[config.mk]
export PLATFORM = sky130hd
export DESIGN_NAME = timing_gen
export DESIGN_NICKNAME = d
export VERILOG_FILES = /design/src/rtl/timing_gen.sv
export SDC_FILE = /design/constraint.sdc
export NUM_CORES = 1
export LEC_CHECK = 0
export CAP_MARGIN = 10
export CORE_MARGIN = 8
export CORE_UTILIZATION = 42
export DETAILED_ROUTE_END_ITERATION = 8
export PLACE_DENSITY_LB_ADDON = 0.05
export SETUP_SLACK_MARGIN = 0.3
export SYNTH_ARGS = -nofsm -noshare
export SYNTH_HDL_FRONTEND = slang
export SYNTH_SLANG_ARGS = --single-unit
[constraint.sdc]
create_clock -name t3 -period 1.7 [get_ports t3]
set_clock_uncertainty 0.1 [all_clocks]
set_input_delay 0.17 -clock t3 [delete_from_list [all_inputs] [get_ports t3]]
set_output_delay 0.17 -clock t3 [all_outputs]
set_load 0.03 [all_outputs]
[src/rtl/timing_gen.sv]
// Beat sequencer producing the w1/w2/w3 timing beats for the hardwired controller,
// with a synchronized start button and a completed-instruction-cycle counter.
module timing_gen #(
    parameter int CYC_W = 8
) (
    input  logic             t3,
    input  logic             clr,
    input  logic             qd,
    input  logic             short,
    input  logic             long,
    input  logic             stop,
    output logic             w1,
    output logic             w2,
    output logic             w3,
    output logic             running,
    output logic [CYC_W-1:0] cyc_cnt
);

    typedef enum logic [1:0] {IDLE, W1, W2, W3} state_t;

    state_t state, state_nxt;
    logic   q1, q2, q3;
    logic   start;
    logic   cyc_end;

    // qd is asynchronous: two flops to settle it, a third to find its rising edge.
    // NOTE: sequential state always uses non-blocking (<=) so every flop samples pre-edge values.
    always_ff @(posedge t3 or negedge clr) begin
        if (!clr) begin
            q1 <= 1'b0;
            q2 <= 1'b0;
            q3 <= 1'b0;
        end else begin
            q1 <= qd;
            q2 <= q1;
            q3 <= q2;
        end
    end

    assign start = q2 & ~q3;

    // NOTE: every always_comb output gets a default first so no path can infer a latch.
    always_comb begin
        state_nxt = state;
        cyc_end   = 1'b0;
        case (state)
            IDLE: if (start) state_nxt = W1;
            W1: begin
                if (stop) begin
                    state_nxt = IDLE;
                    cyc_end   = 1'b1;
                end else if (short) begin
                    state_nxt = W1;
                    cyc_end   = 1'b1;
                end else begin
                    state_nxt = W2;
                end
            end
            W2: begin
                if (stop) begin
                    state_nxt = IDLE;
                    cyc_end   = 1'b1;
                end else if (long) begin
                    state_nxt = W3;
                end else begin
                    state_nxt = W1;
                    cyc_end   = 1'b1;
                end
            end
            W3: begin
                state_nxt = stop ? IDLE : W1;
                cyc_end   = 1'b1;
            end
            default: state_nxt = IDLE;
        endcase
    end

    // Beat outputs are registered from the next state so they change cleanly on t3.
    always_ff @(posedge t3 or negedge clr) begin
        if (!clr) begin
            state   <= IDLE;
            w1      <= 1'b0;
            w2      <= 1'b0;
            w3      <= 1'b0;
            running <= 1'b0;
            cyc_cnt <= '0;
        end else begin
            state   <= state_nxt;
            w1      <= (state_nxt == W1);
            w2      <= (state_nxt == W2);
            w3      <= (state_nxt == W3);
            running <= (state_nxt != IDLE);
            if (cyc_end) cyc_cnt <= cyc_cnt + CYC_W'(1);
        end
    end

endmodule
==> summary.txt <==
Yosys
  • Post-synthesis cell area: 754.5 µm²
  • Asr flop ratio synth: 100.0%
  • Synth warn: 0
  • Syn Inst Count: 61
  • Post-synth EDFFs: 0
  • Post-synthesis sequential area ratio: 56.38%
  • Mapped Nets: 72
  • Register bit total from synthesis: 17
  • Syn Area/Cell: 12.37 µm²
  • Netlist cell types: 20
  • Post-synth top flop: dfrtp_1

Setup path
  • CP top delay family: flip-flops
  • CP peak stage delay: 440 ps
  • CP cell instances: inv_2, ha_4, nor2_2, a311oi_4, buf_6, mux2_4
  • WP buf/inv: 2
  • CP Capture Type: flip-flop
  • R2R Setup Slk: 0.3 ps
  • CP Max Fanout: 8
  • R2r endpoint: cyc_cnt[1]
  • Critical path data required time: 1780 ps
  • Crit Reg-Reg Startpoint: state[1]
  • R2r worst-path depth: 6
  • Data arrival, critical path: 1780 ps
  • CP startpoint kind: flip-flop
  • CP max stage cell: dfrtp_1
  • Launch point of the critical path: state[1]
  • Kind of critical path: flip-flop to flip-flop

Outcome
  • Status: completed

Routing
  • Vias per std cell: 4.448
  • Initial drt markers: 2
  • 1st-pass router iterations: 3
  • DRC Markers: 0
  • Routed Wire Length: 1.447 mm
  • WL/cell: 12.47 µm
  • Via count of the routed design: 516
  • Final ANT Viol Nets: 0

Placed design
  • I/O Buffers: 17
  • Hpwl dp: 1.076 mm
  • GP Congestion: 0.7523
  • Placed cells: 111

Floorplan
  • Rows: 15
  • Starting Density: 44.18%
  • Die Y: 58.39 µm
  • Die area: 3409 µm²
  • Die Wd: 58.39 µm
  • # IOs: 18
  • Core Area: 1708 µm²

Timing
  • RSZ-0062 raised after global routing: true
  • Final setup violation count: 0
  • Final Cycle Share: 99.98%
  • FMAX: 0.5883 GHz
  • Crit path time final: 1700 ps
  • Smallest hold slack: 99.21 ps
  • Worst-Margin Slew: 316.5 ps
  • Setup TNS: 0 ps
  • Slew HR: 78.98%
  • Number of hold violations in the final report: 0
  • Max-slew violation count: 0

Worst hold path
  • Hold Crit Class: input port to async pin

Final layout
  • Area delta synth->final: 41.46%
  • Antenna diodes: 0
  • Post-layout nets: 103
  • Layout Cells excl Fill: 116
  • Layout Utilization: 62.49%
  • Layout cells sized above 1: 36.26%

GRT
  • Global route total overflow: 0
  • Initial antenna violation count: 0
  • Largest net degree at the start of global routing: 18
  • GR Util All Layers: 9.513%
  • Vias in the first global route: 579
  • First-pass GRT wire length: 2.477 mm

Clocking
  • Num CTS Buffers: 3
  • Clock root buffer: clkbuf_4
  • Later-pin clock latency in the skew report: 280 ps
  • Post-CTS Hold Buffers: 0
  • TritonCTS Sinks: 17
  • Clock slew at reported path FFs: 100 ps
  • CTS tree: yes
  • Max Root-Sink Buffers: 2
  • H-tree levels: 1

Power
  • Worst IR Drop VDD: 1021 µV
  • Cell area power density: 1773 nW/µm²
  • Power Total: 0.001892 W
  • LEAKAGE: 0.5091 nW

Run
  • Max-cap violations: 0
==> cell families (layout without fill, tap and decap cells) <==
group                      Yosys count  after routing  share of synthesized area [%]
and+or+nand+nor                     18             18                          13.26
AOI/OAI and AO/OA                    8              8                          9.953
DFF                                 17             17                          56.39
buffers and inverters                5             35                          2.488
xor gates and xnor gates             7              7                          8.126
adders and majority gates            5              5                          8.292
muxes                                1              1                          1.492
==> registers in the layout, indices dropped and copies added (netlist names) <==
signal,cells
q1,1
cyc_cnt,8
running,1
q3,1
q2,1
state,2
w2,1
w1,1
w3,1
==> metal layers <==
layer | wire length (µm) | GRT usage (%) | up-vias
met1 | 640 | 9.744 | 236
met5 | 0 | 0 | -
li1 | - | - | 267
met3 | 127 | 4.130 | 2
met2 | 668 | 15.43 | 11
met4 | 10 | 6.294 | 0
==> timing repair <==
action	in CTS	in global routing
pin swaps	6	3
resized for setup	28	9
buffers inserted	1	0
gates cloned	0	0
endpoints found under the setup margin	26	20
==> how the worst max path moves through the flow <==
stage / slack [ps] / depth (start not counted) / endpoint
4_1_cts: 1 / 6 / cyc_cnt[1]
6_report: 0.3 / 6 / cyc_cnt[1]
3_3_place_gp: -70 / 5 / cyc_cnt[1]
5_1_grt: -60 / 6 / cyc_cnt[1]
2_1_floorplan: -50 / 5 / cyc_cnt[1]
3_5_place_dp: -80 / 5 / cyc_cnt[1]
==> where the power goes <==
group | internal (W) | switching (W) | total, W
clock network | 0.0000873 | 0.000124 | 0.000211
logic | 0.000466 | 0.000579 | 0.00104
registers | 0.000532 | 0.000104 | 0.000636
==> cells in the mapped netlist, types with 2 or more instances <==
cell type  instances  area [µm²]
o21ai_1            2       10.01
nand2_1            4       15.01
ha_1               5       62.56
nor2_1             4       15.01
inv_1              3       11.26
nand2b_1           2       12.51
inv_2              2       7.510
xnor2_1            6       52.55
nand4_1            4       25.02
dfrtp_1           17       425.4
and3_1             3       18.77
==> cell usage in the layout, fill, tap and decap left out, types with 4 or more instances in the layout <==
cell / netlist / layout
dlygate4sd2_1: 0 / 5
inv_2: 2 / 4
dfrtp_1: 17 / 17
clkbuf_2: 0 / 5
clkdlybuf4s50_1: 0 / 5
nand4_1: 4 / 4
buf_4: 0 / 8
xnor2_1: 6 / 6
==> stage by stage <==
step / cell area, µm² / worst slack (ps)
6_report: 1067 / 0.2557
5_1_grt: 1067 / -56.16
4_1_cts: 1086 / 1.420
3_5_place_dp: 1018 / -84.95
3_3_place_gp: 1018 / -70.89
2_1_floorplan: 757.0 / -53.34
==> cell type report <==
cell class	instances	area [µm²]
Fill cell	156	640.6
Clock inverter	1	5.005
Clock buffer	3	22.52
Inverter	5	18.77
Multi-Input combinational cell	39	352.8
Tap cell	25	31.28
Sequential cell	17	425.4
Timing Repair Buffer	26	211.5
Power figures use the tool's default switching activity.
